$ cat src/rtl/pid_loop_sequencer.sv
// pid_loop_sequencer
//   Runs one pid_controller at a fixed control rate. Each control period it
//   consumes the latest sensor sample, forms error = setpoint - measurement
//   (saturated to 32 bits), strobes it into the PID, waits for the PID
//   command and applies it to the motor. It also supervises the PID:
//   response timeout, stale sensor data and period overruns. Any of the
//   first two lands in a sticky FAULT that zeroes the command and holds the
//   PID cleared until enable drops.
//
// Optional build macro:
//   PID_SEQ_DEADBAND_EN - errors with |error| <= DEADBAND are sent as 0.
//                         When undefined the error passes unmodified.
//
// Ports:
//   clk             in   system clock
//   rst             in   synchronous active-high reset
//   enable          in   loop run; low = idle, clears fault
//   setpoint        in   signed target
//   meas_data       in   signed sensor value
//   meas_valid      in   one-cycle sample strobe
//   pid_error       out  signed error to PID (registered, held until next strobe)
//   pid_error_ready out  one-cycle strobe to PID
//   pid_clear       out  drives PID reset
//   pid_cmd_valid   in   PID command valid
//   pid_output      in   signed PID command
//   cmd_out         out  signed applied motor command
//   cmd_out_valid   out  one-cycle pulse when cmd_out takes a PID command
//   overrun         out  one-cycle pulse: period tick arrived while busy
//   fault           out  sticky fault level, cleared by enable low
//   busy            out  high while a PID transaction is in flight
module pid_loop_sequencer #(
  parameter int unsigned TICK_DIV     = 50000,
  parameter int unsigned RESP_TIMEOUT = 8,
  parameter int unsigned STALE_LIMIT  = 3,
  parameter int unsigned DEADBAND     = 2
) (
  input  logic               clk,
  input  logic               rst,
  input  logic               enable,
  input  logic signed [31:0] setpoint,
  input  logic signed [31:0] meas_data,
  input  logic               meas_valid,
  output logic signed [31:0] pid_error,
  output logic               pid_error_ready,
  output logic               pid_clear,
  input  logic               pid_cmd_valid,
  input  logic signed [31:0] pid_output,
  output logic signed [31:0] cmd_out,
  output logic               cmd_out_valid,
  output logic               overrun,
  output logic               fault,
  output logic               busy
);

  localparam int unsigned TW = (TICK_DIV > 1) ? $clog2(TICK_DIV) : 1;
  localparam int unsigned WW = (RESP_TIMEOUT > 1) ? $clog2(RESP_TIMEOUT) : 1;
  localparam int unsigned SW = (STALE_LIMIT > 1) ? $clog2(STALE_LIMIT) : 1;

  localparam logic [TW-1:0] TICK_LAST  = TW'(TICK_DIV - 1);
  localparam logic [WW-1:0] WAIT_LAST  = WW'(RESP_TIMEOUT - 1);
  localparam logic [SW-1:0] STALE_LAST = SW'(STALE_LIMIT - 1);

`ifdef PID_SEQ_DEADBAND_EN
  localparam bit DB_ON = 1'b1;
`else
  localparam bit DB_ON = 1'b0;
`endif
  localparam logic signed [31:0] DB_POS = 32'(DEADBAND);
  localparam logic signed [31:0] DB_NEG = -DB_POS;

  typedef enum logic [2:0] {
    S_IDLE,
    S_RUN,
    S_ISSUE,
    S_WAIT_RESP,
    S_FAULT
  } state_e;

  state_e             state_q, state_d;
  logic [TW-1:0]      tick_cnt_q, tick_cnt_d;
  logic [WW-1:0]      wait_q, wait_d;
  logic [SW-1:0]      stale_q, stale_d;
  logic               fresh_q, fresh_d;
  logic signed [31:0] meas_q, meas_d;
  logic signed [31:0] err_q, err_d;
  logic signed [31:0] cmd_q, cmd_d;
  logic               cmd_vld_q, cmd_vld_d;
  logic               ovr_q, ovr_d;

  logic               counting;
  logic               tick;
  logic               consume;
  logic signed [32:0] diff;
  logic signed [31:0] sat;
  logic               db_hit;
  logic signed [31:0] err_calc;

  // Error datapath: 33-bit difference cannot overflow; clamp back to 32 bits.
  always_comb begin
    diff = {setpoint[31], setpoint} - {meas_q[31], meas_q};
    if (diff[32] != diff[31]) begin
      sat = diff[32] ? 32'sh8000_0000 : 32'sh7FFF_FFFF;
    end else begin
      sat = diff[31:0];
    end
    db_hit   = DB_ON && (sat >= DB_NEG) && (sat <= DB_POS);
    err_calc = db_hit ? '0 : sat;
  end

  // The period counter runs only while the loop is active (not idle/fault).
  always_comb begin
    counting = enable && ((state_q == S_RUN) || (state_q == S_ISSUE) ||
                          (state_q == S_WAIT_RESP));
    tick     = counting && (tick_cnt_q == TICK_LAST);
  end

  always_comb begin
    state_d   = state_q;
    wait_d    = wait_q;
    stale_d   = stale_q;
    err_d     = err_q;
    cmd_d     = cmd_q;
    cmd_vld_d = 1'b0;
    ovr_d     = 1'b0;
    consume   = 1'b0;

    if (!enable) begin
      // Dropping enable wins over any tick or response at the same edge.
      state_d = S_IDLE;
      stale_d = '0;
      wait_d  = '0;
    end else begin
      unique case (state_q)
        S_IDLE: begin
          state_d = S_RUN;
        end
        S_RUN: begin
          if (tick) begin
            if (fresh_q) begin
              err_d   = err_calc;
              stale_d = '0;
              consume = 1'b1;
              state_d = S_ISSUE;
            end else if (stale_q == STALE_LAST) begin
              state_d = S_FAULT;
            end else begin
              stale_d = stale_q + SW'(1);
            end
          end
        end
        S_ISSUE: begin
          ovr_d   = tick;
          wait_d  = '0;
          state_d = S_WAIT_RESP;
        end
        S_WAIT_RESP: begin
          ovr_d = tick;
          if (pid_cmd_valid) begin
            cmd_d     = pid_output;
            cmd_vld_d = 1'b1;
            state_d   = S_RUN;
          end else if (wait_q == WAIT_LAST) begin
            state_d = S_FAULT;
          end else begin
            wait_d = wait_q + WW'(1);
          end
        end
        S_FAULT: begin
          state_d = S_FAULT;
        end
        default: begin
          state_d = S_IDLE;
        end
      endcase
    end

    // The motor command is forced to zero whenever the loop is not running.
    if ((state_d == S_IDLE) || (state_d == S_FAULT)) begin
      cmd_d = '0;
    end

    // Counter restarts from 0 each time the loop (re)enters RUN.
    if ((state_d == S_IDLE) || (state_d == S_FAULT) || !counting || tick) begin
      tick_cnt_d = '0;
    end else begin
      tick_cnt_d = tick_cnt_q + TW'(1);
    end

    // A new sample arriving on the consuming tick keeps fresh set.
    meas_d  = meas_valid ? meas_data : meas_q;
    fresh_d = meas_valid ? 1'b1 : (consume ? 1'b0 : fresh_q);
  end

  always_ff @(posedge clk) begin
    if (rst) begin
      state_q    <= S_IDLE;
      tick_cnt_q <= '0;
      wait_q     <= '0;
      stale_q    <= '0;
      fresh_q    <= 1'b0;
      meas_q     <= '0;
      err_q      <= '0;
      cmd_q      <= '0;
      cmd_vld_q  <= 1'b0;
      ovr_q      <= 1'b0;
    end else begin
      state_q    <= state_d;
      tick_cnt_q <= tick_cnt_d;
      wait_q     <= wait_d;
      stale_q    <= stale_d;
      fresh_q    <= fresh_d;
      meas_q     <= meas_d;
      err_q      <= err_d;
      cmd_q      <= cmd_d;
      cmd_vld_q  <= cmd_vld_d;
      ovr_q      <= ovr_d;
    end
  end

  assign pid_error       = err_q;
  assign pid_error_ready = (state_q == S_ISSUE);
  assign pid_clear       = (state_q == S_IDLE) || (state_q == S_FAULT);
  assign cmd_out         = cmd_q;
  assign cmd_out_valid   = cmd_vld_q;
  assign overrun         = ovr_q;
  assign fault           = (state_q == S_FAULT);
  assign busy            = (state_q == S_ISSUE) || (state_q == S_WAIT_RESP);

endmodule

$ cat config.mk
export PLATFORM = sky130hd
export DESIGN_NAME = pid_loop_sequencer
export DESIGN_NICKNAME = d
export VERILOG_FILES = /design/src/rtl/pid_loop_sequencer.sv
export SDC_FILE = /design/constraint.sdc
export NUM_CORES = 1
export LEC_CHECK = 0
export ABC_AREA = 1
export CORE_MARGIN = 1
export CORE_UTILIZATION = 40
export DETAILED_ROUTE_END_ITERATION = 6
export PLACE_DENSITY = 0.68
export SYNTH_ARGS = -nofsm -noshare
export SYNTH_HDL_FRONTEND = slang
export SYNTH_SLANG_ARGS = --single-unit
$ cat constraint.sdc
create_clock -name clk -period 6.2 [get_ports clk]
set_input_delay 1.55 -clock clk [delete_from_list [all_inputs] [get_ports clk]]
set_output_delay 1.55 -clock clk [all_outputs]
set_load 0.01 [all_outputs]
==> results of run 1 <==
## cells in the mapped netlist (2+ instances only)
| cell | instances |
|---|---|
| sky130_fd_sc_hd__nand3_2 | 4 |
| sky130_fd_sc_hd__buf_6 | 2 |
| sky130_fd_sc_hd__ha_1 | 36 |
| sky130_fd_sc_hd__a21oi_4 | 10 |
| sky130_fd_sc_hd__nor4_1 | 4 |
| sky130_fd_sc_hd__nand4_1 | 40 |
| sky130_fd_sc_hd__xor2_1 | 25 |
| sky130_fd_sc_hd__inv_2 | 13 |
| sky130_fd_sc_hd__a21oi_2 | 7 |
| sky130_fd_sc_hd__nor3_1 | 12 |
| sky130_fd_sc_hd__nor2_1 | 52 |
| sky130_fd_sc_hd__or2_2 | 3 |
| sky130_fd_sc_hd__o21ai_0 | 72 |
| sky130_fd_sc_hd__nand3b_1 | 2 |
| sky130_fd_sc_hd__nand2_2 | 13 |
| sky130_fd_sc_hd__clkbuf_1 | 27 |
| sky130_fd_sc_hd__o21a_1 | 3 |
| sky130_fd_sc_hd__or2_1 | 2 |
| sky130_fd_sc_hd__nand3_1 | 39 |
| sky130_fd_sc_hd__xnor2_1 | 9 |
| sky130_fd_sc_hd__inv_1 | 113 |
| sky130_fd_sc_hd__a21oi_1 | 85 |
| sky130_fd_sc_hd__nand2_1 | 227 |
| sky130_fd_sc_hd__a31oi_1 | 2 |
| sky130_fd_sc_hd__nor3_2 | 3 |
| sky130_fd_sc_hd__buf_2 | 12 |
| sky130_fd_sc_hd__nand2_4 | 8 |
| sky130_fd_sc_hd__nor2_2 | 17 |
| sky130_fd_sc_hd__dfxtp_1 | 123 |
| sky130_fd_sc_hd__nor4_4 | 2 |
| sky130_fd_sc_hd__a22oi_1 | 33 |
| sky130_fd_sc_hd__o21bai_1 | 10 |
## power by group through the flow
stage / clock (mW) / combinational, mW / sequential (mW)
5_1_grt: 1.04 / 0.517 / 0.811
3_5_place_dp: 0 / 0.460 / 0.828
2_1_floorplan: 0 / 0.309 / 0.826
6_report: 0.992 / 0.465 / 0.810
4_1_cts: 1.01 / 0.465 / 0.810
3_3_place_gp: 0 / 0.459 / 0.827
## critical path, stage by stage
cell and delay [ns]:
sky130_fd_sc_hd__clkdlybuf4s50_1 0.41, sky130_fd_sc_hd__inv_1 0.06, sky130_fd_sc_hd__ha_1 0.14, sky130_fd_sc_hd__inv_1 0.06
sky130_fd_sc_hd__fa_1 0.38, sky130_fd_sc_hd__nand2_1 0.10, sky130_fd_sc_hd__nand2_1 0.09, sky130_fd_sc_hd__nand3_2 0.11
sky130_fd_sc_hd__nand2_2 0.07, sky130_fd_sc_hd__nand2_2 0.08, sky130_fd_sc_hd__nand2_4 0.06, sky130_fd_sc_hd__nand2_4 0.07
sky130_fd_sc_hd__nand2_2 0.05, sky130_fd_sc_hd__nand2_1 0.05, sky130_fd_sc_hd__nand2_1 0.06, sky130_fd_sc_hd__nand2_1 0.72
sky130_fd_sc_hd__nand2_1 0.24, sky130_fd_sc_hd__a21oi_4 0.21
## worst min-delay path by stage
stage,from,to
2_1_floorplan,tick_cnt_q[0],tick_cnt_q[0]
3_3_place_gp,tick_cnt_q[0],tick_cnt_q[0]
3_5_place_dp,tick_cnt_q[0],tick_cnt_q[0]
4_1_cts,tick_cnt_q[0],tick_cnt_q[0]
5_1_grt,tick_cnt_q[0],tick_cnt_q[0]
6_report,tick_cnt_q[0],tick_cnt_q[0]
## flip-flops by register name (all words and copies together), names as in the netlist
register,count
tick_cnt_q,16
wait_q,3
cmd_out,32
fresh_q,1
stale_q,2
meas_q,32
pid_error,32
state_q,3
cmd_out_valid,1
overrun,1
## cell families (layout without fill, tap and decap cells)
logic type	after synthesis	after routing	share of synthesized area
fa+ha+maj	37	37	0.06409
xor+xnor	34	34	0.04057
buf+inv	170	336	0.09323
compound gates	226	226	0.1907
simple gates	429	429	0.2760
flops	123	123	0.3354
## routing by layer
metal	up-vias	global-route usage
met5	-	0
met4	0	0.08242
met3	27	0.04967
met2	219	0.3693
met1	3329	0.2805
li1	3692	-
## stage by stage
stage	area (um^2)	power, mW	worst slack (ns)
floorplan	7341	1.136	2.740
global placement	9179	1.286	1.671
detailed placement	9179	1.288	1.604
CTS	9769	2.282	2.030
global route	9769	2.370	1.733
finish	9769	2.267	2.035
## area by class of cell
class,count,area share
multi-input combinational,726,0.4298
sequential,123,0.2520
timing repair buffer,177,0.1796
inverter,127,0.04880
clock buffer,17,0.04355
tap,229,0.02933
clock inverter,15,0.01691
==> metrics.csv, run 1 <==
stage;metric;value;unit
place;hpwl;15240;um
clock_network;ctsResizeCount;0;
drt;vias_per_cell;5.139;
sta;worst_pin_slew;0.9890;ns
clock_network;clock_insertion_delay_worst_skew;0.43;ns
drt;highest-signal-layer;met4;
place;placedCellCount;1382;
logic_synthesis;ys_types;41;
final_layout;commonest_non_fill_non_tap_cells_in_the_layout;227 x sky130_fd_sc_hd__nand2_1, 170 x sky130_fd_sc_hd__clkdlybuf4s50_1, 123 x sky130_fd_sc_hd__dfxtp_1;
logic_synthesis;synthesis.nets;1157;
clock_network;clockRootBuffer;sky130_fd_sc_hd__clkbuf_16;
clock_network;numClockSinks;123;
power_and_ir_drop;power_switching_share;0.3009;
critical_path;critPathKind;in -> reg;
logic_synthesis;netlist_area;0.007341;mm^2
final_layout;layout_commonest_cell;sky130_fd_sc_hd__nand2_1;
drt;drt_iter0_drc;509;
critical_path;timing.critical_path.from;setpoint[0];
grt;grt_antenna_before_repair;0;
worst_hold_path;holdCritPathClass;reg -> reg;
final_layout;area.growth.synth_to_final;33.08;%
floorplanning;coreArea;0.01796;mm^2
power_and_ir_drop;switching_power;0.6821;mW
power_and_ir_drop;power.ir.vdd_worst;0.2078;mV
drt;drt-wirelength-per-cell;14.72;um
sta;max_freq;0.2401;GHz
drt;wirelength_met1;9342;um
power_and_ir_drop;seq_power_share;0.357;
final_layout;stdcell_count;1414;
clock_network;post_cts_hold_buffer_count;0;
grt;overall_track_demand_over_capacity_in_global_routing;0.2227;
sta;clock-skew-final;0.01216;ns
clock_network;cts_max_path_buffers;2;
logic_synthesis;ys_ff_latch;123;
floorplanning;fp.dieH;137.5;um
sta;final_max_slew_viol_count;0;
power_and_ir_drop;p_clk_frac;0.438;
sta;fin_tns_setup;0;ns
status;result_of_the_run;finished, final reports clean;
sta;finalCriticalPeriod;4.165;ns
logic_synthesis;syn_avg_cell_area;7.204;um^2
sta;report.final.setup_viol;0;
drt;drt_first_pass_iters;5;
flow_run;cap_viol_max_count;0;
critical_path;arrival;4.52;ns
floorplanning;floorplan.die_area;0.01890;mm^2
clock_network;tritoncts;done;
critical_path;worstRegToRegCells;13;
logic_synthesis;post_synth_main_area_contributors;sky130_fd_sc_hd__dfxtp_1 34%, sky130_fd_sc_hd__nand2_1 12%, sky130_fd_sc_hd__ha_1 6.1%;
clock_network;clk_transition_reported_paths;0.06;ns
drt;route.detailed.drc;0;
sta;holdWs;0.4529;ns
drt;vias;7267;
drt;dr_wl_met2;9612;um
clock_network;h_tree_lvl_count;4;
clock_network;cts_post_setup_buffers_inserted;0;
final_layout;final-seq-area;0.002462;mm^2
logic_synthesis;netlist.top_cell.by_area;sky130_fd_sc_hd__dfxtp_1;
critical_path;regToRegEndpoint;tick_cnt_q[11];
place;gpl.final_weighted_congestion;0.9109;
critical_path;critical_path_peak_fanout;30;
logic_synthesis;yosysSeqAreaShare;0.3354;
critical_path;critPathCaptureType;flip-flop;
grt;largest_net_degree_at_the_start_of_global_routing;65;
sta;final_hold_vios;0;
critical_path;critical_path.endpoint;pid_error[8];
logic_synthesis;most_frequently_used_flop_master_after_synthesis;sky130_fd_sc_hd__dfxtp_1;
drt;ant_nets;0;
floorplanning;boundaryPins;171;
final_layout;antenna-diode-count;0;
critical_path;cp.required;6.55;ns
final_layout;layout-drive-gt1-share;0.1021;
power_and_ir_drop;cellPowerDensity;232.0;mW/mm^2
final_layout;finalNetCount;1310;
floorplanning;placement_rows;49;
logic_synthesis;post-synth-top-area-fraction;0.3354;
logic_synthesis;synth_cells;1019;
final_layout;final.fill_count;1805;
sta;slew-limit-headroom;0.3391;
drt;dr_wl_met3;1390;um
critical_path;worst_r2r_startpoint;tick_cnt_q[0];
clock_network;cts-buffers-inserted;17;
critical_path;reg2reg_setup_slack;3.18;ns
logic_synthesis;synth_async_sr_flop_share;0;
logic_synthesis;yosys_synthesis_warning_count;0;
final_layout;multi_input_area;0.004199;mm^2
sta;final_period_utilization;0.6717;
critical_path;worst_setup_path_start_kind;input port;
floorplanning;initial_core_util;0.4087;
grt;grt_pass1_wl;32930;um
power_and_ir_drop;power_leakage;3.948;nW
floorplanning;die_x;137.5;um
final_layout;layout.core_utilization;0.5438;
power_and_ir_drop;pwr-share-comb;0.205;
worst_hold_path;hold_depth;1;
logic_synthesis;edff_count_synth;0;
place;place.port_buffers;170;
grt;grt.overflow.total;0;
sta;unrepaired_setup_endpoints_after_global_routing;false;
power_and_ir_drop;internal_power_consumption;1.585;mW
grt;number_of_global_route_vias_before_repair;6834;
drt;finalWirelength;20820;um
Power figures use the tool's default switching activity.
==> run 2: changes to the inputs <==
Settings changed: PLACE_DENSITY 0.68 to 0.71.
Clock period 6.2 ns to 3.35 ns, I/O delays scaled along.
==> metrics.csv, run 2 (synthesis gave the netlist of run 1 again) <==
stage;metric;value;unit;change
final_layout;finalNetCount;1322;;+0.92%
sta;final_period_utilization;0.8381;;
grt;largest_net_degree_at_the_start_of_global_routing;41;;-37%
drt;ant_nets;0;;unchanged
sta;final_hold_vios;0;;unchanged
critical_path;crit_family;simple AND/OR/NAND/NOR gates;;
drt;route.detailed.drc;0;;unchanged
floorplanning;boundaryPins;171;;unchanged
power_and_ir_drop;seq_power_share;0.345;;-0.012
critical_path;critPathKind;in -> reg;;
clock_network;cts_post_setup_buffers_inserted;0;;unchanged
sta;unrepaired_setup_endpoints_after_global_routing;false;;
critical_path;max_stage_delay;0.42;ns;-0.30 ns
power_and_ir_drop;cellPowerDensity;437.3;mW/mm^2;+88%
grt;grt_antenna_before_repair;0;;unchanged
power_and_ir_drop;switching_power;1.209;mW;+77%
drt;highest-signal-layer;met4;;
sta;fin_tns_setup;0;ns;unchanged
place;place.port_buffers;170;;unchanged
sta;report.final.setup_viol;0;;unchanged
floorplanning;initial_core_util;0.4087;;unchanged
floorplanning;die_x;137.5;um;unchanged
clock_network;h_tree_lvl_count;4;;unchanged
floorplanning;coreArea;0.01796;mm^2;unchanged
power_and_ir_drop;power_leakage;4.037;nW;+2.2%
final_layout;layout.core_utilization;0.5541;;+0.01024
sta;worst_pin_slew;0.6713;ns;-0.3177 ns
grt;grt.overflow.total;0;;unchanged
clock_network;ctsResizeCount;0;;unchanged
critical_path;critical_path_peak_fanout;24;;-20%
clock_network;tritoncts;done;;
critical_path;cp_num_buf_inv;3;;unchanged
sta;finalCriticalPeriod;2.808;ns;
drt;drt-wirelength-per-cell;14.50;um;-1.6%
place;gpl.final_weighted_congestion;0.9386;;+3.0%
drt;vias;7232;;-0.48%
clock_network;cts-buffers-inserted;17;;unchanged
power_and_ir_drop;internal_power_consumption;3.144;mW;+98%
flow_run;cap_viol_max_count;0;;unchanged
sta;max_freq;0.3562;GHz;
critical_path;cp_slowest_cell;sky130_fd_sc_hd__clkdlybuf4s50_1;;
grt;grt_pass1_wl;32600;um;-0.98%
power_and_ir_drop;power.ir.vdd_worst;0.3721;mV;+79%
worst_hold_path;holdCritPathClass;reg -> reg;;
power_and_ir_drop;pwr-share-comb;0.202;;-0.003
power_and_ir_drop;power_switching_share;0.2777;;-0.02324
drt;dr_wl_met3;1405;um;+1.1%
final_layout;layout_commonest_cell;sky130_fd_sc_hd__nand2_1;;
drt;wirelength_met1;9207;um;-1.4%
clock_network;post_cts_hold_buffer_count;0;;unchanged
drt;dr_wl_met2;9674;um;+0.65%
final_layout;antenna-diode-count;0;;unchanged
final_layout;area.growth.synth_to_final;35.59;%;
status;result_of_the_run;finished, final reports clean;;
final_layout;commonest_non_fill_non_tap_cells_in_the_layout;227 x sky130_fd_sc_hd__nand2_1, 170 x sky130_fd_sc_hd__clkdlybuf4s50_1, 123 x sky130_fd_sc_hd__dfxtp_1;;
critical_path;critPathCaptureType;flip-flop;;
grt;overall_track_demand_over_capacity_in_global_routing;0.2205;;-0.002253
final_layout;layout-drive-gt1-share;0.1103;;+0.008166
clock_network;cts_max_path_buffers;2;;unchanged
floorplanning;fp.dieH;137.5;um;unchanged
critical_path;arrival;3.15;ns;-1.37 ns
power_and_ir_drop;p_clk_frac;0.453;;+0.015
sta;slew-limit-headroom;0.5497;;+0.2106
critical_path;worst_setup_path_start_kind;input port;;
drt;vias_per_cell;5.072;;-1.3%
drt;drt_first_pass_iters;5;;unchanged
sta;final_max_slew_viol_count;0;;unchanged
floorplanning;floorplan.die_area;0.01890;mm^2;unchanged
grt;number_of_global_route_vias_before_repair;6742;;-1.3%
sta;clock-skew-final;0.01275;ns;+0.0005939 ns
drt;drt_iter0_drc;541;;+6.3%
clock_network;clockRootBuffer;sky130_fd_sc_hd__clkbuf_16;;
critical_path;critical_path_most_common_cell;sky130_fd_sc_hd__nand2_1;;
clock_network;clk_transition_reported_paths;0.06;ns;about the same
drt;finalWirelength;20670;um;-0.72%
floorplanning;placement_rows;49;;unchanged
clock_network;clock_insertion_delay_worst_skew;0.43;ns;about the same
critical_path;cp_cell_sequence;clkdlybuf4s50_1, ha_1, nand2_1, inv_1, a21oi_2, nand2_2, nand2_2, nand2_4, nand2_4, nand2_2, nand2_1, nand2_1, nand2_1, buf_12, nand2_1, a21oi_1;;
place;hpwl;15520;um;+1.9%
clock_network;numClockSinks;123;;unchanged
critical_path;cp.required;3.69;ns;-2.86 ns
## run 2: cell count changes in the layout (fill, tap and decap cells not counted), sizes merged
cell | before | now
clkinv | 10 | 5
buf | 7 | 19
clkinvlp | 0 | 2
bufinv | 2 | 4
inv | 130 | 127
clkbuf | 17 | 21
## run 2: final cells by class
cell class / count / area [um^2]
timing repair buffer: 189 / 1894
inverter: 127 / 476.7
tap: 229 / 286.5
fill: 1720 / 8010
multi-input combinational: 726 / 4199
sequential: 123 / 2462
clock inverter: 11 / 163.9
clock buffer: 21 / 470.5
## run 2: final timing paths
| check | start | endpoint | slack [ns] | cells past startpoint |
|---|---|---|---|---|
| setup / recovery | setpoint[6] | pid_error[3] | 0.54 | 16 |
| hold / removal | tick_cnt_q[0] | tick_cnt_q[0] | 0.45 | 1 |
| setup reg to reg | meas_q[6] | pid_error[9] | 1.04 | 16 |
| hold reg to reg | tick_cnt_q[0] | tick_cnt_q[0] | 0.45 | 1 |
## run 2: power groups by stage
stage          Combinational, mW  Clock [mW]  Sequential (mW)
3_3_place_gp               0.865           0             1.53
3_5_place_dp               0.874           0             1.53
2_1_floorplan              0.573           0             1.53
6_report                   0.880        1.97             1.50
5_1_grt                    0.971        2.06             1.50
4_1_cts                    0.881        2.00             1.50
## run 2: metrics by stage
step	area [um^2]	setup WS, ns	cells	hold WS, ns	power (mW)
global route	9953	0.3795	1426	0.4793	4.538
finish	9953	0.5422	1426	0.4533	4.353
global placement	9319	0.1808	1394	0.4405	2.396
CTS	9953	0.5633	1426	0.4599	4.382
detailed placement	9319	0.1454	1394	0.4421	2.405
floorplan	7341	0.6028	1019	0.4274	2.102
## run 2: per-layer routing
metal,global-route usage,vias to the layer above
li1,-,3706
met1,0.2753,3288
met2,0.3688,211
met3,0.05850,27
met4,0.06532,0
met5,0,-
==> patch 1 (config.mk and constraints of run 1) <==
The option `PID_SEQ_DEADBAND_EN` is turned on by a define.
--- a/src/rtl/pid_loop_sequencer.sv
+++ b/src/rtl/pid_loop_sequencer.sv
@@ -29,4 +29,6 @@
 //   fault           out  sticky fault level, cleared by enable low
 //   busy            out  high while a PID transaction is in flight
+`define PID_SEQ_DEADBAND_EN
+
 module pid_loop_sequencer #(
   parameter int unsigned TICK_DIV     = 50000,
Check against the original RTL: same outputs for any inputs over 10 cycles, from zero or initial values and one cycle with rst high; that may be too few to reach the edited logic, so the function may still have changed.
==> patch 1 against run 1 <==
- fmax is 18% lower
- design area is 7.8% higher
- hold slack worse by 5.7 ps
- global-route usage is 0.13 points higher
- sequential cell count stayed put
- routed wire length is 8.9% higher
- sequential share of layout area is 1.8 points lower
- total power is 9.6% higher
- via count is 11% higher
- clock power is 8% higher
- critical path depth is 7 higher
- setup slack worse by 940 ps
- area after synthesis is 9.9% higher
- highest routed layer unchanged
==> patch 1: results (changes against run 1) <==
port_buffers: 170  # unchanged
grtUsageTotal_pct: 22.4  # +0.13 points
fillers: 1969  # +9.1%
synth_commonest_cells: "nand2_1 (306), inv_1 (147), a21oi_1 (127)"
dp_hpwl_um: 17100  # +12%
grt_use_met2_pct: 36.7  # -0.19 points
grt_max_degree: 66  # +1.5%
synth_adder_area_share_pct: 5.83  # -0.58 points
synth_xor_area_share_pct: 2.60  # -1.5 points
cts_root_buffer: "clkbuf_16"
antenna_cells: 0  # unchanged
arrival_ps: 5460  # +940 ps
grt_pass1_wl_um: 36700  # +11%
synth_warnings: 0  # unchanged
clkTransAtPathRegs_ps: 60  # about the same
use_met3_pct: 4.07  # -0.89 points
irDropWorstVdd_mv: 0.148  # -29%
post-synth-top-count-cell: "nand2_1"
crit_fanout: 47  # +57%
status: "finished, final reports clean"
max_stage_delay_ps: 590  # -130 ps
first_pass_iters: 4  # -1
yosysSeqAreaShare_pct: 30.5  # -3.0 points
cts_made_buffers: 17  # unchanged
rr_worst_depth: 23  # +10
cts_max_level: 4  # unchanged
final_nets: 1500  # +15%
gp_congestion: 0.912  # +0.12%
place_area_um2: 9910  # +7.9%
hp-class: "reg2reg"
ctsResizeCount: 0  # unchanged
avgSynthCellArea_um2: 6.65  # -7.7%
cts_buffer_depth: 2  # unchanged
vias: 8083  # +11%
synth_compound_area_share_pct: 16.1  # -2.9 points
gr-usage-met1_pct: 29.7  # +1.7 points
wl_per_cell_um: 13.8  # -6.1%
yosysUniqueCellTypes: 39  # -4.9%
clock_latency_ps: 430  # about the same
syn_nets: 1352  # +17%
synth_area_leaders: "dfxtp_1 (31%), nand2_1 (14%), a21oi_1 (7.9%)"
grt_pass1_vias: 7481  # +9.5%
detailedRoute.firstIterationViolations: 508  # -0.20%
tightestPinTransition_ps: 871  # -118 ps
reg2reg_slack_ps: 2350  # -830 ps
vias_per_cell: 4.93  # -4.1%
regToRegStartpoint: "meas_q[0]$_SDFFE_PP0P_"
grt_antenna_before_repair: 0  # unchanged
drive_gt1_share_pct: 10.7  # +0.48 points
ys_async_sr_fraction_pct: 0  # unchanged
cp_slowest_cell: "nand2_2"
clock_skew_ps: 10.9  # -1.21 ps
p_leak_uw: 0.00424  # +7.4%
dp.cells: 1608  # +16%
synth_edf_count: 0  # unchanged
hold_end: "tick_cnt_q[0]$_SDFF_PP0_"
post_cts_buffers: 0  # unchanged
endpoint: "pid_error[5]$_SDFFE_PP0P_"
patch 1: changes by cell type after synthesis, sizes merged, moves of 25 or more:
cell / change
nor2: +49
nand3: +33
inv: +25
nand2: +78
a22oi: -33
a21oi: +61
patch 1: metrics by stage:
stage	worst slack [ps]	hold WS, ps	total power, µW
after detailed placement	744	440	1420
after global routing	764	475	2610
final	1090	447	2480
after global placement	855	432	1420
after CTS	1110	448	2490
after floorplan	2140	418	1250
patch 1: cells by family (layout without fill, tap and decap cells):
group,after synthesis,count (layout)
and+or+nand+nor,600,600
buffers and inverters,204,365
xor gates and xnor gates,24,24
adders and majority gates,37,37
AOI/OAI and AO/OA,226,226
DFF,123,123
patch 1: report_power, final:
group / leakage [µW] / internal [µW] / switching (µW)
Combinational: 0.00294 / 217 / 387
Sequential: 0.000999 / 806 / 4.66
Clock: 0.000299 / 676 / 393
patch 1: layout make-up:
| type | instances | area, µm² | share of cell area (%) |
|---|---|---|---|
| clock buffer | 19 | 433 | 4.11 |
| tap | 265 | 332 | 3.15 |
| multi-input combinational | 887 | 4760 | 45.2 |
| sequential | 123 | 2460 | 23.4 |
| timing repair buffer | 181 | 1780 | 16.9 |
| inverter | 152 | 571 | 5.42 |
| clock inverter | 13 | 191 | 1.82 |
patch 1: critical path, delay by kind of cell:
kind                     cells  cell delay (ps)
AND/OR/NAND/NOR             18             2140
buffers and inverters        4             1000
adder cells (fa/ha/maj)      2              620
AO/OA/AOI/OAI                1              150
patch 1: metal layers:
| layer | up-vias | part of all wire [%] | wire length, µm |
|---|---|---|---|
| li1 | 4254 | - | - |
| met1 | 3630 | 48 | 10900 |
| met2 | 171 | 46 | 10400 |
| met3 | 28 | 4.3 | 972 |
| met4 | 0 | 1.9 | 435 |
| met5 | - | 0 | 0 |
==> patch 2 (flow settings as in run 1) <==
Made on the original files. The output `overrun` loses its register stage (`ovr_q` becomes a continuous assignment).
--- a/src/rtl/pid_loop_sequencer.sv
+++ b/src/rtl/pid_loop_sequencer.sv
@@ -203,5 +203,4 @@
       cmd_q      <= '0;
       cmd_vld_q  <= 1'b0;
-      ovr_q      <= 1'b0;
     end else begin
       state_q    <= state_d;
@@ -214,7 +213,8 @@
       cmd_q      <= cmd_d;
       cmd_vld_q  <= cmd_vld_d;
-      ovr_q      <= ovr_d;
-    end
-  end
+    end
+  end
+
+  assign ovr_q = ovr_d;
 
   assign pid_error       = err_q;
Function: no difference found for any inputs over 10 cycles, from zero or initial values and one cycle with rst high; that may be too few to reach the edited logic, so the function may still have changed.
==> patch 2 against run 1 <==
- global-route usage about the same
- non-clock buffer count down 2
- sequential cell count decreased by 1
- area after synthesis shrank 2.2%
- sequential power down 0.7%
- routed wire length down 4.7%
- design area fell by 2.2%
- die area shrank 2.2%
- largest power group unchanged
- cell count rose by 2.1%
- total power fell by 4.2%
- fmax is 11% lower
- setup slack worse by 490 ps
- combinational power fell by 5.6%
==> patch 2: results (changes against run 1) <==
status: "finished, final reports clean"
arrival_ps: 3110  # -1410 ps
synth_adder_area_share_pct: 6.56  # +0.15 points
synth_area_leaders: "dfxtp_1 (34%), nand2_1 (13%), inv_1 (7.2%)"
final_nets: 1343  # +2.5%
dp.cells: 1411  # +2.1%
detailedRoute.firstIterationViolations: 306  # -40%
fillers: 1732  # -4.0%
vias: 7249  # -0.25%
yosysSeqAreaShare_pct: 34.0  # +0.49 points
highest_layer: "met5"
synth_compound_area_share_pct: 17.7  # -1.4 points
syn_nets: 1192  # +3.0%
grt_pass1_wl_um: 32600  # -0.98%
dp_hpwl_um: 14800  # -2.8%
grtUsageTotal_pct: 22.3  # +0.023 points
multi_input_comb_area_um2: 3990  # -5.0%
r2r-end: "pid_error[15]$_SDFFE_PP0P_"
drive_gt1_share_pct: 5.99  # -4.2 points
reg2reg_slack_ps: 3350  # +170 ps
yosysUniqueCellTypes: 40  # -2.4%
regToRegStartpoint: "meas_q[0]$_SDFFE_PP0P_"
routed_wl_um: 19900  # -4.7%
p_sw_share_pct: 29.9  # -0.16 points
wl_met1_um: 8870  # -5.0%
wl_met2_um: 9270  # -3.6%
whs_ps: 451  # -2.26 ps
vias_per_cell: 5.02  # -2.3%
gp_congestion: 0.917  # +0.64%
max_slew_margin_pct: 41.4  # +7.5 points
pre_cts_ws_ps: 1550  # -54.9 ps
grt_antenna_before_repair: 3  # +3
p_leak_uw: 0.00403  # +2.1%
synth_commonest_cells: "nand2_1 (253), inv_1 (137), dfxtp_1 (122)"
==> patch 2: cell count changes after synthesis, moves of 4 or more <==
cell / before / now
a21oi_2: 7 / 1
inv_1: 113 / 137
inv_2: 13 / 6
nor2_2: 17 / 11
o21ai_0: 72 / 76
buf_2: 12 / 6
nor2_1: 52 / 68
nand2_1: 227 / 253
a21oi_4: 10 / 1
a21oi_1: 85 / 100
nand3_1: 39 / 46
nand2_4: 8 / 0
==> patch 2: per-layer routing <==
metal / global-route usage, % / vias to the layer above
met1: 27.0 / 3263
met4: 5.93 / 2
met2: 37.4 / 192
li1: - / 3766
met3: 7.53 / 26
met5: 0 / -
==> patch 2: worst max-delay path: stages <==
cell and delay [ps]:
clkdlybuf4s50_1 480, nand3_1 100, nor2_1 120, nand3_2 130, a21oi_1 150, clkdlybuf4s50_1 580
==> patch 2: layout make-up <==
class	count	area share (%)
Clock buffer	20	4.89
Clock inverter	12	0.943
Timing Repair Buffer	175	18.2
Inverter	144	5.66
Multi-Input combinational cell	745	41.8
Tap cell	225	2.95
Antenna cell	1	0.0262
Sequential cell	122	25.6
==> patch 2: how the worst max path moves through the flow <==
stage,slack [ps],startpoint,endpoint,cells past startpoint
5_1_grt,1420,enable,overrun,6
3_5_place_dp,1550,enable,overrun,6
3_3_place_gp,1560,enable,overrun,6
6_report,1540,enable,overrun,6
2_1_floorplan,2400,enable,overrun,5
4_1_cts,1540,enable,overrun,6
==> patch 2: power groups by stage <==
stage               Sequential [µW]  Clock, µW  Combinational (µW)
finish                          804        928                 439
detailed placement              821          0                 434
global placement                821          0                 432
global route                    805        983                 496
floorplan                       820          0                 295
CTS                             804        949                 438
